`config.mk`:
```
export PLATFORM = sky130hd
export DESIGN_NAME = shift_counter_scheduler
export DESIGN_NICKNAME = d
export VERILOG_FILES = /design/src/rtl/shift_counter_scheduler.sv
export SDC_FILE = /design/constraint.sdc
export NUM_CORES = 1
export LEC_CHECK = 0
export BUFFER_PORTS_ARGS = -buffer_cell sky130_fd_sc_hd__buf_4
export CAP_MARGIN = 20
export CORE_UTILIZATION = 30
export DETAILED_ROUTE_END_ITERATION = 16
export GPL_ROUTABILITY_DRIVEN = 0
export SYNTH_ARGS = -nofsm -noshare
export SYNTH_HDL_FRONTEND = slang
export SYNTH_SLANG_ARGS = --single-unit
```
`constraint.sdc`:
```
create_clock -name clk -period 1.7 [get_ports clk]
set_input_delay 0.255 -clock clk [delete_from_list [all_inputs] [get_ports clk]]
set_output_delay 0.255 -clock clk [all_outputs]
set_load 0.01 [all_outputs]
```
`src/rtl/shift_counter_scheduler.sv`:
```
// Round-robin scheduler that time-shares one ring/Johnson shift counter between
// two requesters; each job loads a seed, shifts N times and returns the result.
module shift_counter_scheduler #(
    parameter int unsigned WIDTH = 4,
    parameter int unsigned CNT_W = 4
) (
    input  logic             clk,
    input  logic             rst_n,
    input  logic             req0_valid,
    output logic             req0_ready,
    input  logic             req0_mode,
    input  logic [WIDTH-1:0] req0_data,
    input  logic [CNT_W-1:0] req0_steps,
    input  logic             req1_valid,
    output logic             req1_ready,
    input  logic             req1_mode,
    input  logic [WIDTH-1:0] req1_data,
    input  logic [CNT_W-1:0] req1_steps,
    output logic             done_valid,
    input  logic             done_ready,
    output logic             done_id,
    output logic [WIDTH-1:0] done_value,
    output logic [WIDTH-1:0] q,
    output logic             busy
);

    typedef enum logic [1:0] {
        IDLE = 2'd0,
        RUN  = 2'd1,
        DONE = 2'd2
    } state_t;

    state_t           state;
    state_t           state_next;
    logic             grant0;
    logic             grant1;
    logic             mode_r;
    logic             rr_last;
    logic [CNT_W-1:0] remaining;
    logic             feedback;

    // State register
    always_ff @(posedge clk or negedge rst_n) begin
        if (!rst_n) begin
            state <= IDLE;
        end else begin
            state <= state_next;
        end
    end

    // Arbitration and next-state logic
    always_comb begin
        state_next = state;
        grant0     = 1'b0;
        grant1     = 1'b0;
        case (state)
            IDLE: begin
                grant0 = req0_valid & (~req1_valid | rr_last);
                grant1 = req1_valid & (~req0_valid | ~rr_last);
                if (grant0) begin
                    state_next = (req0_steps != '0) ? RUN : DONE;
                end else if (grant1) begin
                    state_next = (req1_steps != '0) ? RUN : DONE;
                end
            end
            RUN: begin
                if (remaining <= CNT_W'(1)) begin
                    state_next = DONE;
                end
            end
            DONE: begin
                if (done_ready) begin
                    state_next = IDLE;
                end
            end
            default: state_next = IDLE;
        endcase
    end

    // Readies are forced low while reset is held so nothing looks accepted
    assign req0_ready = grant0 & rst_n;
    assign req1_ready = grant1 & rst_n;

    // Ring feeds back the MSB, Johnson feeds back its complement
    assign feedback = q[WIDTH-1] ^ mode_r;

    // Job datapath: load on grant, shift while running
    always_ff @(posedge clk or negedge rst_n) begin
        if (!rst_n) begin
            q          <= '0;
            mode_r     <= 1'b0;
            remaining  <= '0;
            done_id    <= 1'b0;
            done_valid <= 1'b0;
            rr_last    <= 1'b1;
        end else begin
            done_valid <= (state_next == DONE);
            case (state)
                IDLE: begin
                    if (grant0) begin
                        q         <= req0_data;
                        mode_r    <= req0_mode;
                        remaining <= req0_steps;
                        done_id   <= 1'b0;
                        rr_last   <= 1'b0;
                    end else if (grant1) begin
                        q         <= req1_data;
                        mode_r    <= req1_mode;
                        remaining <= req1_steps;
                        done_id   <= 1'b1;
                        rr_last   <= 1'b1;
                    end
                end
                RUN: begin
                    q <= {q[WIDTH-2:0], feedback};
                    if (remaining != '0) begin
                        remaining <= remaining - CNT_W'(1);
                    end
                end
                default: ;
            endcase
        end
    end

    assign done_value = q;
    assign busy       = (state != IDLE);

endmodule

```
[Word level (Yosys, flattened, before mapping)]
Cells that the tools add are included.
W data, S select, Z words.
Word-level totals
  register bits: 14
  word-level logic and storage cells: 54
  input bits: 23
  output and inout bits: 13
Operators by class
  reductions and logical operators: 10
  muxes and demuxes: 20
  bitwise gates (word level): 10
  eq/ne operators: 5
  add/sub/neg operators: 1
  magnitude comparators: 1
Operators with widths (number)
  $mux W4: 5
  $pmux W4 S2: 2
  $mux W2: 6
  $reduce_bool A4 Y1: 3
  $mux W1: 6
  $pmux W2 S3: 1
  $reduce_bool A2 Y1: 3
  $and A1 B1 Y1: 4
  $eq A2 B2 Y1 const B: 2
  $le A4 B1 Y1 const B: 1
  $reduce_and A2 Y1: 2
  $sub A4 B1 Y4 const B: 1
  $ne A3 B3 Y1 const B: 1
  $not A1 Y1: 3
  $reduce_and A3 Y1: 1
  $eq A2 B1 Y1 const B: 1
  $logic_not A2 Y1: 1
  $ne A2 B2 Y1 const B: 1
  $or A1 B1 Y1: 2
  $xor A1 B1 Y1: 1

[Longest topological paths before layout]
  depth in word-level cells: 7
  depth in mapped cells: 6
  mapped depth without buffers: 5

[Worst setup path after synthesis]
OpenSTA, ideal clock, no wires.
  path kind: register -> register
  start point: register remaining[0]
  end point: register remaining[1]
  cell stages (with the launch flop): 6
  library setup time: 0.087 ns
  setup slack: 0.230 ns
  buffers on the path: 0
  data arrival time: 1.384 ns
  cells stage by stage: dfrtp_1 > inv_1 > ha_1 > a311o_1 > or3_1 > o211ai_1
On the way
  word-level cells in the longest chain between the ends: 3
  elaborated cells between the ends (all ways): 6
  classes of those cells: 1 x add/sub; 1 x eq/ne; 2 x mux; 2 x reduce/logical
Ends and longest elaborated chain
  from (decl): line 39  | logic [CNT_W-1:0] remaining;
  from (signal assigned): line 103  | remaining <= req0_steps;
  from (signal assigned): line 109  | remaining <= req1_steps;
  from (signal assigned): line 117  | remaining <= remaining - CNT_W'(1);
  $sub A4 B1 Y4 or $reduce_bool A4 Y1 (tied branches): line 117, 116
  $mux W4 or $ne A2 B2 Y1 (tied branches)
  $pmux W4 S2 or $reduce_and A3 Y1 (tied branches)
Several ways; a longest one is shown, not always the timed one. The select of a mux whose other input is x is not followed.
A chain may end at the register's enable or synchronous reset.

[Worst setup path in the final report]
Same ends and word-level chain as after synthesis.

==> run_results.csv <==
group,metric,value,unit
synthesis,synthArstFlopShare,1.00,
critical_path,crit_path_start_kind,"flop",
clocking,clk_latency,280,ps
floorplanning,floorplan.initialDensity,0.327,
timing,slew_viol_final,0,
power_and_ir_drop,power_density,1680,nW/um^2
power_and_ir_drop,ir_drop,0.000623,V
synthesis,synth_ff_type,"dfrtp_1",
timing,hold_viol_final,0,
route,drt_iter0_markers,9,
clocking,root_buffer,"clkbuf_4",
route,vias_per_cell,5.07,
floorplanning,die-width,57.5,um
clocking,cts-buffers-inserted,3,
global_route,grt_pass1_wl,3730,um
critical_path,cp.arrival,1840,ps
timing,layout_setup_ws,65.4,ps
flow_run,drv_cap,0,
synthesis,synth_area,925,um^2
cells_and_area,area_growth,36.5,%
critical_path,crit_family,"compound AO/OA/AOI/OAI gates",
route,wl_per_cell,14.1,um
power_and_ir_drop,p_int,1.25,mW
floorplanning,dieArea,3310,um^2
hold_path,min_from,"req0_mode",
timing,fmax,0.612,GHz
hold_path,whs_path_depth,3,
synthesis,ys_warn_count,0,
critical_path,worstSetupPathType,"flop to flop",
cells_and_area,final_util,0.446,
timing,fin_skew,3.12,ps
floorplanning,core,2830,um^2
timing,post-route-min-period,1630,ps
power_and_ir_drop,p_comb_frac,0.558,
critical_path,timing.reg2reg.setup_slack,70,ps
critical_path,cp_max_fo,5,
critical_path,slowest_stage,"dfrtp_1",
global_route,grt.total_usage,0.148,
critical_path,slowest_delay,420,ps
route,num_vias,827,
hold_path,hold_end,"mode_r",
critical_path,worstSetupEndpointType,"flop",
cells_and_area,final_cell_mix,"38 x buf_4, 11 x dfrtp_1, 9 x mux2i_1",
synthesis,synth_cells,97,
clocking,cts_tree,"built",
global_route,grt-ovfl-total,0,
timing,min_period_over_period,0.962,
route,dr.pass1.iters,4,
hold_path,hold_class,"input pin to flop",
placement,dp.cells,157,
cells_and_area,nFillCells,269,
route,drtAntennaViolNets,0,
critical_path,path_cells,"inv_1, ha_1, a311o_1, or3_1, o211ai_1",
status,status,"finished clean",
power_and_ir_drop,p_leak,0.615,nW
timing,finalSetupViolations,0,
placement,place_worst_setup_slack,104,ps
critical_path,cp.buffers_inverters,1,
route,drc,0,
global_route,grt_pass1_vias,819,
cells_and_area,drive_gt1_frac,0.409,
cells_and_area,antenna_cells,0,
critical_path,worst_r2r_startpoint,"remaining[0]",
floorplanning,boundaryPins,36,
synthesis,synth_top_cell_area_share,0.352,
floorplanning,die_h,57.5,um
placement,port-buffer-count,35,
floorplanning,num_rows,19,
synthesis,synth_edf_count,0,
power_and_ir_drop,totalPowerFinal,2.12,mW
power_and_ir_drop,swShare,0.412,
synthesis,yosysTopAreaCell,"dfrtp_1",
synthesis,synthTopCellsByArea,"dfrtp_1 35%, mux2i_1 9.7%, buf_4 4.1%",
clocking,clkTransAtPathRegs,90,ps
synthesis,yosysSeqAreaShare,0.380,
global_route,antenna_found_initial,0,
synthesis,ys_seq_elements,14,
placement,dp_hpwl,1820,um
synthesis,syn_avg_cell_area,9.53,um^2
route,drt-total-wl,2300,um
clocking,htreeDepth,1,
synthesis,yosysUniqueCellTypes,39,
power_and_ir_drop,p_switching,0.874,mW
cells_and_area,finalNonFillerCells,163,
cells_and_area,nNetsFinal,159,
power_and_ir_drop,clkPwrFrac,0.115,
critical_path,required,1900,ps
global_route,grt_max_degree,14,
critical_path,path_depth,5,
synthesis,syn_nets,123,
timing,max-slew-margin-rel,0.580,
critical_path,r2r_end,"remaining[1]",
clocking,numClockSinks,14,
clocking,clk_path_buf_depth,2,
cells_and_area,mostFrequentLayoutCell,"buf_4",
timing,tightest_slew,628,ps
critical_path,reg2reg_depth,5,
power_and_ir_drop,seq_power_share,0.328,
cells in the mapped netlist (2+ instances only):
library cell  number
a22oi_1            4
ha_1               3
o21a_1             3
nor2_1             9
mux2i_1            9
dfrtp_1           13
o21ai_1            5
nand2_1            2
nand2b_1           2
nor3_1             2
buf_2              2
inv_1              4
nor4_1             2
a21oi_1            3
o21ai_0            5
nor3_2             2
buf_4              5
through the flow:
stage	hold WS [ps]	instance area, um^2	setup TNS [ps]
finish	221	1260	0
global route	237	1260	-3.21
CTS	212	1240	0
detailed placement	125	1190	0
global placement	123	1190	0
floorplan	-40.6	925	0
timing repair:
action	in CTS	in global routing
resized for setup	1	5
setup endpoints to repair	1	2
endpoints found under the hold margin	13	0
setup buffers	0	0
hold buffers	2	0
power groups by stage:
stage	Combinational (mW)	Clock, mW	Sequential, mW
detailed placement	1.16	0	0.690
global route	1.32	0.267	0.723
global placement	1.13	0	0.680
finish	1.18	0.243	0.696
floorplan	0.818	0	0.651
CTS	1.17	0.250	0.686
tightest hold or removal path: cells and delay by family:
family	cells	cell delay [ps]
AO/OA/AOI/OAI	1	100
buffers and inverters	1	70
AND/OR/NAND/NOR	1	30
metal layers:
metal  part of all wire  GRT usage  up-vias
met5                  0          0        -
met4             0.0052     0.0627        0
met3              0.040     0.0204        2
met2               0.50      0.244       24
met1               0.46      0.195      383
li1                   -          -      418
logic make-up after synthesis:
family,Yosys count,share of synthesized area
compound gates,28,0.204
xor+xnor,1,0.00947
fa+ha+maj,3,0.0406
buf+inv,13,0.0839
flops,14,0.380
mux,9,0.0974
simple gates,29,0.184
sequential cells by signal (all words and copies together), names as in the netlist:
signal      flops
done_id         1
done_valid      1
done_value      4
mode_r          1
remaining       4
rr_last         1
state           2
worst max-delay path by stage:
stage,startpoint,endpoint,slack [ps]
after floorplan,remaining[0],remaining[1],230
after global placement,remaining[0],remaining[1],180
after detailed placement,remaining[0],remaining[1],100
after CTS,rr_last,req0_ready,10
after global routing,rr_last,req0_ready,-3
final,remaining[0],remaining[1],70
layout make-up:
class / count / area (um^2) / share of cell area
flip-flops and latches: 14 / 354 / 0.280
well taps: 31 / 38.8 / 0.0307
inverters: 4 / 15.0 / 0.0119
multi-input cells: 70 / 513 / 0.406
clock buffers: 4 / 36.3 / 0.0287
repair buffers: 40 / 305 / 0.242
No activity file was read; power rests on OpenSTA's default activity.
